===== config.mk =====
export PLATFORM = sky130hd
export DESIGN_NAME = cmp_rr_arbiter
export DESIGN_NICKNAME = d
export VERILOG_FILES = /design/src/rtl/cmp_arb_pkg.sv /design/src/rtl/rr_pick.sv /design/src/rtl/cmp_rr_arbiter.sv
export SDC_FILE = /design/constraint.sdc
export NUM_CORES = 1
export LEC_CHECK = 0
export CORE_MARGIN = 3
export CORE_UTILIZATION = 49
export CTS_BUF_LIST = sky130_fd_sc_hd__clkbuf_16
export DETAILED_ROUTE_END_ITERATION = 10
export PLACE_DENSITY = 0.88
export SYNTH_ARGS = -nofsm -noshare
export SYNTH_HDL_FRONTEND = slang
export SYNTH_SLANG_ARGS = --single-unit

===== constraint.sdc =====
create_clock -name clk -period 5.23 [get_ports clk]
set_clock_uncertainty 0.1 [all_clocks]
set_input_delay 1.046 -clock clk [delete_from_list [all_inputs] [get_ports clk]]
set_output_delay 1.046 -clock clk [all_outputs]
set_load 0.01 [all_outputs]

===== src/rtl/cmp_arb_pkg.sv =====
// Shared types and helpers for the round-robin comparator arbiter.
// Holds the FSM encoding, the statistics counter width and the pointer wrap helper.
package cmp_arb_pkg;

    typedef enum logic [1:0] {
        StIdle = 2'd0,
        StCmp  = 2'd1,
        StResp = 2'd2
    } state_e;

    localparam int unsigned STAT_W = 16;

    // Next round-robin pointer after granting 'ptr', wrapping modulo r.
    function automatic int unsigned rr_next(input int unsigned ptr, input int unsigned r);
        if (ptr + 1 >= r) begin
            return 0;
        end
        return ptr + 1;
    endfunction

endpackage


===== src/rtl/rr_pick.sv =====
// Combinational round-robin picker: first valid requester at or after ptr, wrapping modulo R.
// ptr must be below R; grant is one-hot or zero.
module rr_pick #(
    parameter int unsigned R   = 4,
    parameter int unsigned IDW = $clog2(R)
) (
    input  logic [R-1:0]   valid,
    input  logic [IDW-1:0] ptr,
    output logic [R-1:0]   grant,
    output logic [IDW-1:0] grant_idx,
    output logic           any
);

    logic [IDW:0] sum;

    always_comb begin
        grant     = '0;
        grant_idx = '0;
        any       = 1'b0;
        sum       = '0;
        for (int unsigned i = 0; i < R; i++) begin
            // ptr + i < 2R, so a single conditional subtract is a full modulo.
            sum = {1'b0, ptr} + (IDW + 1)'(i);
            if (sum >= (IDW + 1)'(R)) begin
                sum = sum - (IDW + 1)'(R);
            end
            if (!any && valid[sum[IDW-1:0]]) begin
                any                   = 1'b1;
                grant[sum[IDW-1:0]]   = 1'b1;
                grant_idx             = sum[IDW-1:0];
            end
        end
    end

endmodule


===== src/rtl/cmp_rr_arbiter.sv =====
// Round-robin arbiter sharing one unsigned magnitude comparator among R requesters.
// Optional feature macro CMP_ARB_STATS_EN adds saturating stat_done / stat_wait counters.
module cmp_rr_arbiter
    import cmp_arb_pkg::*;
#(
    parameter int unsigned N     = 4,
    parameter int unsigned R     = 4,
    localparam int unsigned IDW  = $clog2(R)
) (
    input  logic                clk,
    input  logic                rst,
    input  logic [R-1:0]        req_valid,
    input  logic [R*N-1:0]      req_a,
    input  logic [R*N-1:0]      req_b,
    output logic [R-1:0]        req_ready,
    output logic                rsp_valid,
    input  logic                rsp_ready,
    output logic [IDW-1:0]      rsp_id,
    output logic                rsp_eq,
    output logic                rsp_lt,
    output logic                rsp_gt
`ifdef CMP_ARB_STATS_EN
    ,
    output logic [STAT_W-1:0]   stat_done,
    output logic [STAT_W-1:0]   stat_wait
`endif
);

    state_e           state_q, state_d;
    logic [IDW-1:0]   ptr_q;
    logic [N-1:0]     a_q, b_q;
    logic [IDW-1:0]   id_q;
    logic [IDW-1:0]   rsp_id_q;
    logic             rsp_eq_q, rsp_lt_q, rsp_gt_q;

    logic [R-1:0]     pick_grant;
    logic [IDW-1:0]   pick_idx;
    logic             pick_any;
    logic             accept;
    logic             rsp_fire;
    logic [N-1:0]     win_a, win_b;
    logic             cmp_eq, cmp_lt, cmp_gt;

    rr_pick #(
        .R   (R),
        .IDW (IDW)
    ) u_pick (
        .valid     (req_valid),
        .ptr       (ptr_q),
        .grant     (pick_grant),
        .grant_idx (pick_idx),
        .any       (pick_any)
    );

    // State register.
    always_ff @(posedge clk) begin
        if (rst) begin
            state_q <= StIdle;
        end else begin
            state_q <= state_d;
        end
    end

    // Next-state logic.
    always_comb begin
        state_d = state_q;
        unique case (state_q)
            StIdle:  if (pick_any) state_d = StCmp;
            StCmp:   state_d = StResp;
            StResp:  if (rsp_ready) state_d = StIdle;
            default: state_d = StIdle;
        endcase
    end

    // Outputs; ready is gated by rst so nothing is accepted while reset is held.
    always_comb begin
        accept    = (state_q == StIdle) && pick_any && !rst;
        req_ready = accept ? pick_grant : '0;
        rsp_valid = (state_q == StResp);
        rsp_fire  = rsp_valid && rsp_ready;
    end

    always_comb begin
        win_a  = N'(req_a >> (pick_idx * N));
        win_b  = N'(req_b >> (pick_idx * N));
        cmp_eq = (a_q == b_q);
        cmp_lt = (a_q < b_q);
        cmp_gt = !cmp_eq && !cmp_lt;
    end

    always_ff @(posedge clk) begin
        if (rst) begin
            ptr_q    <= '0;
            a_q      <= '0;
            b_q      <= '0;
            id_q     <= '0;
            rsp_id_q <= '0;
            rsp_eq_q <= 1'b0;
            rsp_lt_q <= 1'b0;
            rsp_gt_q <= 1'b0;
        end else begin
            if (accept) begin
                a_q   <= win_a;
                b_q   <= win_b;
                id_q  <= pick_idx;
                ptr_q <= IDW'(rr_next(32'(pick_idx), R));
            end
            if (state_q == StCmp) begin
                rsp_id_q <= id_q;
                rsp_eq_q <= cmp_eq;
                rsp_lt_q <= cmp_lt;
                rsp_gt_q <= cmp_gt;
            end
        end
    end

    assign rsp_id = rsp_id_q;
    assign rsp_eq = rsp_eq_q;
    assign rsp_lt = rsp_lt_q;
    assign rsp_gt = rsp_gt_q;

`ifdef CMP_ARB_STATS_EN
    logic [STAT_W-1:0] done_q, wait_q;

    always_ff @(posedge clk) begin
        if (rst) begin
            done_q <= '0;
            wait_q <= '0;
        end else begin
            if (rsp_fire && (done_q != '1)) begin
                done_q <= done_q + STAT_W'(1);
            end
            if ((|req_valid) && (state_q != StIdle) && (wait_q != '1)) begin
                wait_q <= wait_q + STAT_W'(1);
            end
        end
    end

    assign stat_done = done_q;
    assign stat_wait = wait_q;
`endif

endmodule


==> impl_results.md <==
- Status: finished, final reports clean
- Post-Syn Area: 1480 µm²
- Core Area: ~2800 µm²
- Top cell type's share of synthesized area: 0.257
- CTS tree: done
- Setup Fix Bufs, Post-CTS: 0
- Cells after synthesis: 168
- Placed Cells incl. Taps: 235
- Post-synthesis cell type count: 32
- Maxcap violations: 0
- RSZ-0062 raised after global routing: false
- R2R depth: 10
- Min-Delay Path Depth: 2
- Clock Tree Buf Depth: 2
- Crit share post-route: 0.886
- Layout cell share with drive strength beyond 1: 0.0481
- WL final: 3680 µm
- Non-Filler Instances: 239
- Port Buffer Count: 48
- Num Clock Sinks: 19
- Full die area: 3720 µm²
- Vias per inst: between 6 and 7
- Hold-fix buffers, CTS: 0
- Number of vias after detailed routing: about 1400
- Placed Area: 1920 µm²
- First-pass iteration count of the detailed router: 4
- R2R Setup Slk: approximately 1300 ps
- Hold Path Origin: rsp_gt
- Largest area contributor in the netlist: dfxtp_1
- Net count reported at finish: between 200 and 300
- DIE HEIGHT: 61.0 µm
- Dpl hpwl: between 2000 and 3000 µm
- Multi-input logic area: ~1000 µm²
- Seq/Total Area, Yosys: 0.257
- Antenna cell count: 0
- Net Count, Synth: 220
- Static leakage: 0.000790 µW
- All-Layer GR Usage: 0.209
- Total grt overflow: 0
- Reg clk slew, reported paths: around 50 ps
- Fmax: 0.216 GHz
- Synthesis-stage register bit count: 19
- Most frequent cells in the layout: clkdlybuf4s50_1, mux2i_1, nor2_1
- Die Wd: between 60 and 70 µm
- Global-route wire length before repair: 5870 µm
- WS Path Type: reg2out
- Final Hold Fails: 0
- Initial core utilization: 0.523
- VDD IR max: 0.000214 V
- Worst-Margin Slew: 835 ps
- Post-CTS Resized: 0
- Slew margin rel.: 0.443
- Vias in the first global route: 1315
- Syn avg cell area: about 8.8 µm²
- H-Tree Depth: 1
- Setup TNS: 0 ps
- Crit path capture type: output pin
- Hold Crit Class: reg2reg
- CTS Buf Count: 3
- Min-Delay Endpoint: rsp_gt
- Top cells by area, synth: dfxtp_1, mux2i_1, ha_1
- Reg-to-reg endpoint: ptr_q[0]
- Area growth, synth to finish: 35.2%
- Ys Warns: 0
- Crit path max fanout: 18
- Antenna-violating nets left: 0
- Power per Cell Area: 390 nW/µm²
- Reg2reg start: ptr_q[0]
- Final number of max-transition violations: 0
- DRC: 0
- Commonest non-fill, non-tap cell in the layout: clkdlybuf4s50_1
- Final min period: 4630 ps
- Root Driver: clkbuf_16
- Routability congestion estimate: 0.779
- Later-pin clock latency in the skew report: 250 ps
- Initial antenna violation count: 0
- Layout filler cell count: about 220
- Final setup fails: 0
- Startpoint Class: flop
- Worst EP arrival: 3490 ps
- Largest net degree at the start of global routing: 19
- Storage cell area: 380 µm²
- # rows: 19
- Worst Path Required: 4080 ps
- Boundary Pins: 49
- Final Cell Area: 2000 µm²
- 1st-iter DRT viols: 108
- Wire per inst: 15.4 µm
logic make-up (layout without fill, tap and decap cells):
| family | count (synthesis) | after routing | synth area share |
|---|---|---|---|
| AO/OA/AOI/OAI | 37 | 37 | 0.181 |
| adder cells (fa/ha/maj) | 13 | 13 | 0.110 |
| buffers and inverters | 20 | 60 | 0.0727 |
| flip-flops | 19 | 19 | 0.257 |
| multiplexers | 25 | 25 | 0.194 |
| AND/OR/NAND/NOR | 54 | 54 | 0.185 |
stage by stage:
stage | setup WS [ps] | power, µW | util | hold slack (ps)
after global routing | 309 | 833 | 0.707 | 371
after global placement | 864 | 592 | 0.679 | 346
after floorplan | 1650 | 521 | - | 333
after detailed placement | 684 | 617 | 0.679 | 354
final | 596 | 781 | 0.707 | 356
after CTS | 660 | 778 | 0.707 | 362
area by class of cell:
| class | instances | area share |
|---|---|---|
| multi-input cells | 129 | 0.496 |
| repair buffers | 48 | 0.240 |
| flip-flops and latches | 19 | 0.190 |
| clock buffers | 3 | 0.0375 |
| well taps | 31 | 0.0194 |
| inverters | 8 | 0.0150 |
| clock inverters | 1 | 0.00188 |
power by group:
group          switching [µW]  internal, µW  total [µW]
combinational             212           203         415
clock                    51.9           102         153
sequential               32.6           180         212
metal layers:
metal / up-vias / track usage / wire, µm
li1: 695 / - / -
met2: 74 / 0.351 / 1830
met1: 668 / 0.256 / 1480
met4: 0 / 0.0681 / 71
met3: 10 / 0.0617 / 297
met5: - / 0 / 0
cells in the mapped netlist (all sizes together):
| library cell | instances |
|---|---|
| a211o | 2 |
| a211oi | 1 |
| a21oi | 8 |
| a221oi | 4 |
| a22o | 1 |
| a22oi | 5 |
| a32oi | 2 |
| buf | 6 |
| clkbuf | 6 |
| dfxtp | 19 |
| ha | 13 |
| inv | 8 |
| mux2i | 22 |
| mux4 | 3 |
| nand2 | 10 |
| nand2b | 6 |
| nand3b | 2 |
| nand4 | 2 |
| nor2 | 21 |
| nor2b | 5 |
| nor3 | 4 |
| o21ai | 4 |
| o21bai | 1 |
| o221ai | 8 |
| o22ai | 1 |
| or2 | 2 |
| or3b | 1 |
| or4 | 1 |
worst max-delay path: stages, from the launching register on:
cell             delay [ps]
dfxtp_1                 750
inv_1                   210
ha_1                    520
nand2_1                 130
o22ai_1                 170
a32oi_1                 110
o21ai_0                 480
a221oi_1                180
nor2_1                  130
clkdlybuf4s50_1         540
how the worst max path moves through the flow:
stage                     cells past startpoint         start            to  slack, ps
after CTS                                     9      ptr_q[0]  req_ready[1]        660
after floorplan                               9      ptr_q[0]  req_ready[0]       1650
after detailed placement                      8  req_valid[2]  req_ready[1]        680
final                                         9      ptr_q[0]  req_ready[0]        600
after global routing                          9      ptr_q[0]  req_ready[0]        310
after global placement                        8  req_valid[2]  req_ready[2]        860
registers in the layout, indices dropped and copies added (netlist names), 2 cells and up:
name and cells:
a_q 4, b_q 4, id_q 2, ptr_q 2, rsp_id 2, state_q 2
No activity file was read; power rests on OpenSTA's default activity.
